--- src/rtl/regfile_pkg.sv ---
// regfile_pkg: shared types and constants for param_register_file.
//   state_t            clear-engine state (ST_IDLE accepts traffic, ST_CLEAR sweeps entries)
//   *_DEF              default widths/counts used by the top-level parameters
//   DATA_W_MAX         widest supported register width
//   sel_wr_data()      picks the immediate or ALU operand as write data
package regfile_pkg;

    localparam int DATA_W_DEF = 8;
    localparam int ADDR_W_DEF = 3;
    localparam int NUM_RD_DEF = 2;
    localparam int DATA_W_MAX = 64;

    typedef enum logic {
        ST_IDLE  = 1'b0,
        ST_CLEAR = 1'b1
    } state_t;

    // Operands arrive zero-extended to DATA_W_MAX; the caller keeps the low DATA_W bits.
    function automatic logic [DATA_W_MAX-1:0] sel_wr_data(
        input logic                  use_imm,
        input logic [DATA_W_MAX-1:0] alu,
        input logic [DATA_W_MAX-1:0] imm
    );
        return use_imm ? imm : alu;
    endfunction

endpackage

--- src/rtl/param_register_file_if.sv ---
// param_register_file_if: bus between the control FSM/decoder/ALU (master)
// and the register file (slave).
//   we, wr_addr, wr_data_alu, wr_data_imm, reg_write_data_select : write request
//   resv_en, resv_addr                                         : reserve request
//   clear_req                                                  : start a full clear
//   rd_addr / rd_data / rd_pending                             : NUM_RD packed read ports
//   ready                                                      : register file is idle
//   fsm_state                                                  : clear-engine state, for observation
//
// Handshake: ready is the only flow control. A request (we, resv_en or
// clear_req) takes effect on a rising edge only if ready is 1 in that cycle;
// while ready is 0 requests are dropped without side effects and are not
// held or replayed, so the master must sample ready before relying on them.
interface param_register_file_if
    import regfile_pkg::*;
#(
    parameter int DATA_W = DATA_W_DEF,
    parameter int ADDR_W = ADDR_W_DEF,
    parameter int NUM_RD = NUM_RD_DEF
);
    logic                     we;
    logic [ADDR_W-1:0]        wr_addr;
    logic [DATA_W-1:0]        wr_data_alu;
    logic [DATA_W-1:0]        wr_data_imm;
    logic                     reg_write_data_select;
    logic [NUM_RD*ADDR_W-1:0] rd_addr;
    logic [NUM_RD*DATA_W-1:0] rd_data;
    logic [NUM_RD-1:0]        rd_pending;
    logic                     resv_en;
    logic [ADDR_W-1:0]        resv_addr;
    logic                     clear_req;
    logic                     ready;
    state_t                   fsm_state;

    modport master (
        output we, wr_addr, wr_data_alu, wr_data_imm, reg_write_data_select,
        output rd_addr, resv_en, resv_addr, clear_req,
        input  rd_data, rd_pending, ready, fsm_state
    );

    modport slave (
        input  we, wr_addr, wr_data_alu, wr_data_imm, reg_write_data_select,
        input  rd_addr, resv_en, resv_addr, clear_req,
        output rd_data, rd_pending, ready, fsm_state
    );
endinterface

--- src/rtl/regfile_scoreboard.sv ---
// regfile_scoreboard: one pending bit per register entry.
//   clk, rst_n      clock, synchronous active-low reset (clears every bit)
//   flush           clear all bits (start of a clear sweep)
//   wr_acc/wr_addr  accepted write: clears the entry's bit
//   resv_acc/resv_addr accepted reserve: sets the entry's bit, beats a same-entry write
//   ready           register file idle; lookups read 0 otherwise
//   rd_addr         packed read addresses, rd_pending one bit per port
module regfile_scoreboard #(
    parameter int ADDR_W = 3,
    parameter int NUM_RD = 2,
    parameter bit BYPASS = 1'b1
) (
    input  logic                     clk,
    input  logic                     rst_n,
    input  logic                     flush,
    input  logic                     wr_acc,
    input  logic [ADDR_W-1:0]        wr_addr,
    input  logic                     resv_acc,
    input  logic [ADDR_W-1:0]        resv_addr,
    input  logic                     ready,
    input  logic [NUM_RD*ADDR_W-1:0] rd_addr,
    output logic [NUM_RD-1:0]        rd_pending
);
    localparam int DEPTH = 2**ADDR_W;

    logic [DEPTH-1:0] pending;

    always_ff @(posedge clk) begin
        if (!rst_n || flush) begin
            pending <= '0;
        end else begin
            for (int i = 0; i < DEPTH; i++) begin
                if (resv_acc && resv_addr == ADDR_W'(i)) begin
                    pending[i] <= 1'b1;
                end else if (wr_acc && wr_addr == ADDR_W'(i)) begin
                    pending[i] <= 1'b0;
                end
            end
        end
    end

    for (genvar p = 0; p < NUM_RD; p++) begin : g_port
        logic [ADDR_W-1:0] addr;
        logic              fwd_clr;
        assign addr = rd_addr[p*ADDR_W +: ADDR_W];
        // A write landing this cycle satisfies the operand early, unless a
        // reserve on the same entry keeps it in flight.
        assign fwd_clr = BYPASS && wr_acc && (wr_addr == addr) &&
                         !(resv_acc && (resv_addr == addr));
        assign rd_pending[p] = ready && pending[addr] && !fwd_clr;
    end

endmodule

--- src/rtl/param_register_file.sv ---
// param_register_file: parametrised register file with clear engine,
// optional zero register, write-to-read bypass and pending scoreboard.
//   clk    single clock, all state on rising edge
//   rst_n  synchronous active-low reset; starts a clear sweep
//   bus    param_register_file_if.slave: write, reserve, clear and NUM_RD read ports
module param_register_file
    import regfile_pkg::*;
#(
    parameter int DATA_W   = DATA_W_DEF,
    parameter int ADDR_W   = ADDR_W_DEF,
    parameter int NUM_RD   = NUM_RD_DEF,
    parameter bit ZERO_REG = 1'b0,
    parameter bit BYPASS   = 1'b1
) (
    input  logic                  clk,
    input  logic                  rst_n,
    param_register_file_if.slave  bus
);
    localparam int DEPTH = 2**ADDR_W;

    state_t            state;
    logic [ADDR_W-1:0] clr_ptr;
    logic [DATA_W-1:0] mem [DEPTH];

    logic                  ready;
    logic                  wr_acc;
    logic                  resv_acc;
    logic [DATA_W_MAX-1:0] wr_data_full;
    logic [DATA_W-1:0]     wr_data;

    assign ready         = (state == ST_IDLE);
    assign bus.ready     = ready;
    assign bus.fsm_state = state;

    assign wr_acc   = bus.we && ready && !(ZERO_REG && bus.wr_addr == '0);
    assign resv_acc = bus.resv_en && ready && !(ZERO_REG && bus.resv_addr == '0);

    assign wr_data_full = sel_wr_data(bus.reg_write_data_select,
                                      DATA_W_MAX'(bus.wr_data_alu),
                                      DATA_W_MAX'(bus.wr_data_imm));
    assign wr_data      = wr_data_full[DATA_W-1:0];

    // Clear engine: one entry per cycle, back to IDLE after the last entry.
    always_ff @(posedge clk) begin
        if (!rst_n) begin
            state   <= ST_CLEAR;
            clr_ptr <= '0;
        end else begin
            case (state)
                ST_CLEAR: begin
                    clr_ptr <= clr_ptr + ADDR_W'(1);
                    if (clr_ptr == ADDR_W'(DEPTH-1)) begin
                        state <= ST_IDLE;
                    end
                end
                ST_IDLE: begin
                    if (bus.clear_req) begin
                        state   <= ST_CLEAR;
                        clr_ptr <= '0;
                    end
                end
                default: begin
                    state   <= ST_CLEAR;
                    clr_ptr <= '0;
                end
            endcase
        end
    end

    // Storage has no reset of its own; the clear sweep zeroes it.
    always_ff @(posedge clk) begin
        if (rst_n) begin
            if (state == ST_CLEAR) begin
                mem[clr_ptr] <= '0;
            end else if (wr_acc) begin
                mem[bus.wr_addr] <= wr_data;
            end
        end
    end

    regfile_scoreboard #(
        .ADDR_W (ADDR_W),
        .NUM_RD (NUM_RD),
        .BYPASS (BYPASS)
    ) u_scoreboard (
        .clk        (clk),
        .rst_n      (rst_n),
        .flush      (ready && bus.clear_req),
        .wr_acc     (wr_acc),
        .wr_addr    (bus.wr_addr),
        .resv_acc   (resv_acc),
        .resv_addr  (bus.resv_addr),
        .ready      (ready),
        .rd_addr    (bus.rd_addr),
        .rd_pending (bus.rd_pending)
    );

    for (genvar p = 0; p < NUM_RD; p++) begin : g_rd
        logic [ADDR_W-1:0] addr;
        logic [DATA_W-1:0] data;
        assign addr = bus.rd_addr[p*ADDR_W +: ADDR_W];
        always_comb begin
            data = '0;
            if (!ready) begin
                data = '0;
            end else if (ZERO_REG && addr == '0) begin
                data = '0;
            end else if (BYPASS && wr_acc && bus.wr_addr == addr) begin
                data = wr_data;
            end else begin
                data = mem[addr];
            end
        end
        assign bus.rd_data[p*DATA_W +: DATA_W] = data;
    end

endmodule
--- src/flat_wrapper.sv ---
// flat-port wrapper written by rule: the top's interface ports become plain ports
module param_register_file_flat import regfile_pkg::*;
#(
    parameter int DATA_W   = DATA_W_DEF,
    parameter int ADDR_W   = ADDR_W_DEF,
    parameter int NUM_RD   = NUM_RD_DEF,
    parameter bit ZERO_REG = 1'b0,
    parameter bit BYPASS   = 1'b1
)
  (clk, rst_n, bus_we, bus_wr_addr, bus_wr_data_alu, bus_wr_data_imm, bus_reg_write_data_select, bus_rd_addr, bus_resv_en, bus_resv_addr, bus_clear_req, bus_rd_data, bus_rd_pending, bus_ready, bus_fsm_state);
  param_register_file_if #(.DATA_W(DATA_W), .ADDR_W(ADDR_W), .NUM_RD(NUM_RD)) bus_i ();
  input  logic clk;
  input  logic rst_n;
  input wire logic [$bits(bus_i.we)-1:0] bus_we;
  input wire logic [$bits(bus_i.wr_addr)-1:0] bus_wr_addr;
  input wire logic [$bits(bus_i.wr_data_alu)-1:0] bus_wr_data_alu;
  input wire logic [$bits(bus_i.wr_data_imm)-1:0] bus_wr_data_imm;
  input wire logic [$bits(bus_i.reg_write_data_select)-1:0] bus_reg_write_data_select;
  input wire logic [$bits(bus_i.rd_addr)-1:0] bus_rd_addr;
  input wire logic [$bits(bus_i.resv_en)-1:0] bus_resv_en;
  input wire logic [$bits(bus_i.resv_addr)-1:0] bus_resv_addr;
  input wire logic [$bits(bus_i.clear_req)-1:0] bus_clear_req;
  output wire logic [$bits(bus_i.rd_data)-1:0] bus_rd_data;
  output wire logic [$bits(bus_i.rd_pending)-1:0] bus_rd_pending;
  output wire logic [$bits(bus_i.ready)-1:0] bus_ready;
  output wire logic [$bits(bus_i.fsm_state)-1:0] bus_fsm_state;
  assign bus_i.we = bus_we;
  assign bus_i.wr_addr = bus_wr_addr;
  assign bus_i.wr_data_alu = bus_wr_data_alu;
  assign bus_i.wr_data_imm = bus_wr_data_imm;
  assign bus_i.reg_write_data_select = bus_reg_write_data_select;
  assign bus_i.rd_addr = bus_rd_addr;
  assign bus_i.resv_en = bus_resv_en;
  assign bus_i.resv_addr = bus_resv_addr;
  assign bus_i.clear_req = bus_clear_req;
  assign bus_rd_data = bus_i.rd_data;
  assign bus_rd_pending = bus_i.rd_pending;
  assign bus_ready = bus_i.ready;
  assign bus_fsm_state = bus_i.fsm_state;
  param_register_file #(.DATA_W(DATA_W), .ADDR_W(ADDR_W), .NUM_RD(NUM_RD), .ZERO_REG(ZERO_REG), .BYPASS(BYPASS)) u_core (.clk(clk), .rst_n(rst_n), .bus(bus_i));
endmodule
--- config.mk ---
export PLATFORM = sky130hd
export DESIGN_NAME = param_register_file_flat
export DESIGN_NICKNAME = d
export VERILOG_FILES = /design/src/rtl/regfile_pkg.sv /design/src/rtl/param_register_file_if.sv /design/src/rtl/regfile_scoreboard.sv /design/src/rtl/param_register_file.sv /design/src/flat_wrapper.sv
export SDC_FILE = /design/constraint.sdc
export NUM_CORES = 1
export LEC_CHECK = 0
export BUFFER_PORTS_ARGS = -buffer_cell sky130_fd_sc_hd__buf_2
export CAP_MARGIN = 20
export CELL_PAD_IN_SITES_DETAIL_PLACEMENT = 1
export CELL_PAD_IN_SITES_GLOBAL_PLACEMENT = 1
export CORE_ASPECT_RATIO = 0.5
export CORE_MARGIN = 3
export CORE_UTILIZATION = 48
export CTS_CLUSTER_SIZE = 12
export DETAILED_ROUTE_END_ITERATION = 6
export PLACE_DENSITY_LB_ADDON = 0.3
export SLEW_MARGIN = 20
export SYNTH_ARGS = -nofsm -noshare
export SYNTH_HDL_FRONTEND = slang
export SYNTH_HIERARCHICAL = 1
export SYNTH_SLANG_ARGS = --single-unit
--- constraint.sdc ---
create_clock -name clk -period 2.4 [get_ports clk]
set_input_delay 0.12 -clock clk [delete_from_list [all_inputs] [get_ports clk]]
set_output_delay 0.12 -clock clk [all_outputs]
set_load 0.01 [all_outputs]
**Word level (Yosys, flattened, before mapping)**

Memory sizes are Yosys's and may differ from the RTL's.
Cells that the tools add are included.

- Input port bits: 34
- Memories kept: 1
- Word-level logic and storage cells: 121
- RAM bits: 64
- Register bits: 12

Memories:

| memory | words | bits a word | rd ports | clocked after memory_dff | write ports | RTL line | RTL |
|---|---|---|---|---|---|---|---|
| u_core.mem | 8 | 8 | 2 | 0 | 1 | param_register_file.sv:23 | `logic [DATA_W-1:0] mem [DEPTH];` |

- Add/sub/neg operators: 1
- Eq/ne operators: 20
- Magnitude comparators: 2
- Bitwise operators: 1
- Reductions and logical operators: 46
- Muxes and demuxes: 40

Operators by type and width:

| kind | count |
|---|---|
| two-way mux 8 bit | 6 |
| logical AND 1 bit | 29 |
| two-way mux 1 bit | 28 |
| equality test 3 bit (second input constant) | 9 |
| nonzero test 2 bit | 8 |
| equality test 3 x 2 -> 1 bit (second input constant) | 4 |
| equality test 3 bit | 4 |
| less-than comparator 3 x 4 -> 1 bit (second input constant) | 2 |
| OR reduction 8 bit | 1 |
| binary-select mux 1 bit (select 3 bit) | 2 |
| equality test 3 x 1 -> 1 bit (second input constant) | 2 |
| logical NOT 3 bit | 2 |
| two-way mux 3 bit | 2 |
| case mux 3 bit (2 select lines) | 1 |
| logical NOT 1 bit | 5 |
| adder 3 x 1 -> 3 bit (second input constant) | 1 |
| != test 2 bit (second input constant) | 1 |
| case mux 1 bit (2 select lines) | 1 |
| logical OR 1 bit | 1 |
| inverter 1 bit | 1 |

**Logic depth before layout (Yosys ltp)**

- Word-level depth: 8
- Depth in mapped cells: 6
- Depth with buffers taken out: 4

**By module**

The synthesis kept the hierarchy.

Modules (own cells, without submodules):

| module | seq. area each (sq um) | instances | cells an instance | area each (sq um) |
|---|---|---|---|---|
| param_register_file | 2001.9 | 1 | 226 | 3709.8 |
| regfile_scoreboard | 160.2 | 1 | 82 | 666.9 |

**Worst setup path before layout**

No wires, ideal clock.

- Path kind: register -> register
- Start point: register u_core.state, in the netlist u_core/bus.fsm_state
- End point: memory u_core/mem[4][0] (netlist name), enable pin
- Arrival: 1763 ps
- Slack: 254 ps
- Period minus slack after synthesis: 2146 ps
- Data required time: 2017 ps
- Library setup time: 383 ps
- Cell stages (with the launch flop): 5
- Cells stage by stage: dfxtp_1 -> nand3b_1 -> buf_2 -> mux2_2 -> nor3_1

- Longest elaborated chain between the ends: 8
- Elaborated cells on any way between the ends: 12
- Those cells by class: mux: 9; bitwise: 1; reduce/logical: 2

Ends and longest elaborated chain:

| item | RTL line | RTL |
|---|---|---|
| start, declared | param_register_file.sv:21 | `state_t state;` |
| start signal, assigned | param_register_file.sv:46 | `state <= ST_CLEAR;` |
| start signal, assigned | param_register_file.sv:53 | `state <= ST_IDLE;` |
| start signal, assigned | param_register_file.sv:58 | `state <= ST_CLEAR;` |
| inverter 1 bit | - |  |
| logical AND 1 bit | param_register_file.sv:35 | `assign wr_acc = bus.we && ready && !(ZERO_REG && bus.wr_addr == '0);` |
| two-way mux 1 bit | param_register_file.sv:75 | `end else if (wr_acc) begin` |
| two-way mux 1 bit | param_register_file.sv:73 | `if (state == ST_CLEAR) begin` |
| two-way mux 1 bit | param_register_file.sv:72 | `if (rst_n) begin` |
| two-way mux 1 bit (implied by the code) | param_register_file.sv:76 | `mem[bus.wr_addr] <= wr_data;` |
| OR reduction 8 bit (no line) | - |  |
| two-way mux 3 bit (no line) or two-way mux 1 bit (tied branches) | - |  |
| end, declared | param_register_file.sv:23 |  |

Several ways; a longest one is shown, not always the timed one.

**Final worst setup path**

- Start point: register u_core.state, in the netlist u_core/bus.fsm_state
- End point: memory u_core/mem[3][2] (netlist name), enable pin

Same word-level chain as after synthesis.

==> reports/qor.yml <==
status:
  status: "completed"
floorplanning:
  die_h_um: 73.52
  num_io_pins: 54
  core_area_mm2: 0.008432
  placementRows: 23
  die_w_um: 141.0
  start_util_pct: 51.91
  dieArea_mm2: 0.01037
hold_path:
  hold_path_depth: 2
  hp-start: "rst_n"
  hold_class: "primary input to register"
layout:
  finish.utilization_pct: 60.31
  num-fill-cells: 838
  antenna_cells: 0
  synthToLayoutAreaGrowth_pct: 16.18
  design_area_mm2: 0.005085
  multi_input_area_mm2: 0.002047
  finalNetCount: 401
  seqCellArea_mm2: 0.002162
  finalNonFillerCells: 481
  drive_above_1_share_pct: 28.46
global_routing:
  grt_usage_pct: 25.60
  grt_max_degree: 23
  antenna_found_initial: 0
  grt_pass1_vias: 3360
  grt.overflow.total: 0
  grt_pass1_wl_mm: 19.31
pwr:
  power_leakage_nw: 2.018
  vdd_drop_max_mv: 0.5533
  power_density_mw_per_mm2: 653.5
yosys:
  async_reset_ff_share_pct: 0
  ys_warn_count: 6
  ys_types: 34
  synth-edff-count: 64
  syn-num-nets: 344
  synth_area_per_cell_um2: 14.21
  syn_area_mm2: 0.004377
  ys_seq_area_share_pct: 49.40
  ys_ff_latch: 76
  syn-instance-count: 308
  synthFlopType: "edfxtp_1"
timing:
  tightestPinTransition_ns: 0.6475
  layout_min_cycle_time_ns: 2.112
  finalHoldViolations: 0
  setup_viol_count_final: 0
  rsz0062_at_grt: "false"
  fin_setup_tns_ns: 0
  slew_violations: 0
  holdWs_ns: 0.04071
  layout_worst_path_cycle_share_pct: 88.02
  clock.fmax_mhz: 473.4
  finalClockSkew_ns: 0.005764
  slew_headroom_pct: 56.74
clock_network:
  max-clock-path-buffers: 2
  cts_resized: 0
  ctsRootBufferMaster: "clkbuf_16"
  post_cts_buffers: 0
  cts_buffers: 9
  cts_sinks: 76
  cts.htree.levels: 3
  cts_tree: "yes"
  worstSkewPairLatency_ns: 0.34
  path_clk_slew_ns: 0.06
  ctsHoldBuffers: 0
worst_setup_path:
  crit_fanout: 8
  worstSetupEndpointType: "register"
  startpoint: "u_core/bus.fsm_state$_SDFF_PN1_"
  criticalPathCategory: "register to register"
  cp.arrival_ns: 2.15
  required_ns: 2.43
  reg2reg_depth: 5
  cp-start-kind: "register"
  timing.rr.start: "u_core/bus.fsm_state$_SDFF_PN1_"
place:
  portBuffers: 53
  dp_cells: 466
  dpl.hpwl_mm: 8.114
  dpl_cell_area_mm2: 0.004746
  place_congestion: 0.8336
detailed_routing:
  route.detailed.drc: 0
  wl_met3_um: 977
  routed_wirelength_mm: 12.91
  first_iter_violations: 326
  routed-via-count: 3098
  wl_met2_mm: 6.525
  post_drt_via_cell_ratio: 6.441
  drtPass1Iterations: 5
  drt-wirelength-per-cell_um: 26.84
  antenna_left: 0
  wirelength_met1_mm: 5.210
  highest_layer: "met4"
job:
  cap_violations: 0
==> metrics by stage <==
stage          power (mW)  worst slack [ns]
3_3_place_gp        1.764            0.6642
4_1_cts             3.338            0.3493
5_1_grt             3.416            0.1450
2_1_floorplan       1.692            0.2536
6_report            3.323            0.2876
3_5_place_dp        1.786            0.4977
==> layout make-up <==
class	instances	share of cell area (%)
timing repair buffer	70	7.726
sequential	76	42.52
tap	112	2.756
clock buffer	9	4.429
multi-input combinational	207	40.26
clock inverter	6	2.239
inverter	1	0.07382
==> cell usage in the layout (no fill, tap or decap), types with 3 or more instances in the layout <==
master,instances
edfxtp_1,64
mux4_2,6
nand3_1,6
buf_2,53
nand4_1,5
mux2i_1,22
mux4_1,28
mux2_2,9
a21oi_1,27
clkbuf_16,9
buf_4,17
nand2b_1,4
nand2_1,9
nor2_1,9
o21ai_0,25
nand3b_1,3
xnor2_1,18
bufinv_16,3
dfxtp_1,12
nor2b_1,18
==> Yosys cell counts (3+ instances only) <==
cell,n,area share (%)
buf_2,15,1.7
nand3_1,6,0.69
a21oi_1,27,3.1
nand4_1,5,0.71
nor2_1,9,0.77
nand2b_1,4,0.57
edfxtp_1,64,44
o21ai_0,25,2.9
mux2_2,9,2.3
mux2i_1,22,5.0
mux4_1,28,17
nand3b_1,3,0.51
nor2b_1,18,2.6
dfxtp_1,12,5.5
xnor2_1,18,3.6
nand2_1,9,0.77
mux4_2,6,3.1
==> path summary, 6_finish.rpt <==
path | end | slack (ns)
max | u_core/mem[3][2]$_DFFE_PP_ | 0.29
max reg2reg | u_core/mem[3][2]$_DFFE_PP_ | 0.29
min | u_core/bus.fsm_state$_SDFF_PN1_ | 0.04
min reg2reg | u_core/u_scoreboard/pending[2]$_SDFFE_PP0P_ | 0.51
==> cells by family (layout without fill, tap and decap cells) <==
logic type | after synthesis | after routing | synth area share [%]
flip-flops | 76 | 76 | 49.40
multiplexers | 65 | 65 | 27.24
AND/OR/NAND/NOR | 64 | 64 | 8.262
AO/OA/AOI/OAI | 58 | 58 | 7.090
buffers and inverters | 25 | 86 | 3.831
XOR/XNOR | 18 | 18 | 3.602
adder cells (fa/ha/maj) | 2 | 2 | 0.5717
==> where the power goes <==
group          total [mW]  switching, mW  internal, mW
Clock                1.55          0.539          1.01
Sequential           1.46         0.0143          1.44
Combinational       0.316          0.173         0.143
Total                3.32          0.726          2.60
==> sequential cells by signal, summed over array words and instances (netlist names) <==
name	count
u_core/clr_ptr	3
u_core/bus.fsm_state	1
u_core/mem	64
u_core/u_scoreboard/pending	8
==> metal layers <==
| metal | global-route usage [%] | vias up |
|---|---|---|
| li1 | - | 1344 |
| met2 | 45.18 | 153 |
| met1 | 31.31 | 1579 |
| met3 | 6.957 | 22 |
| met4 | 8.056 | 0 |
| met5 | 0 | - |
==> critical path: stages, from the launching register on <==
cell and delay (ns):
dfxtp_1 0.42, nand3b_1 0.25, mux2i_1 0.48, nand2_1 0.19, nor2_1 0.21, buf_4 0.26
(Power assumes the default switching activity.)
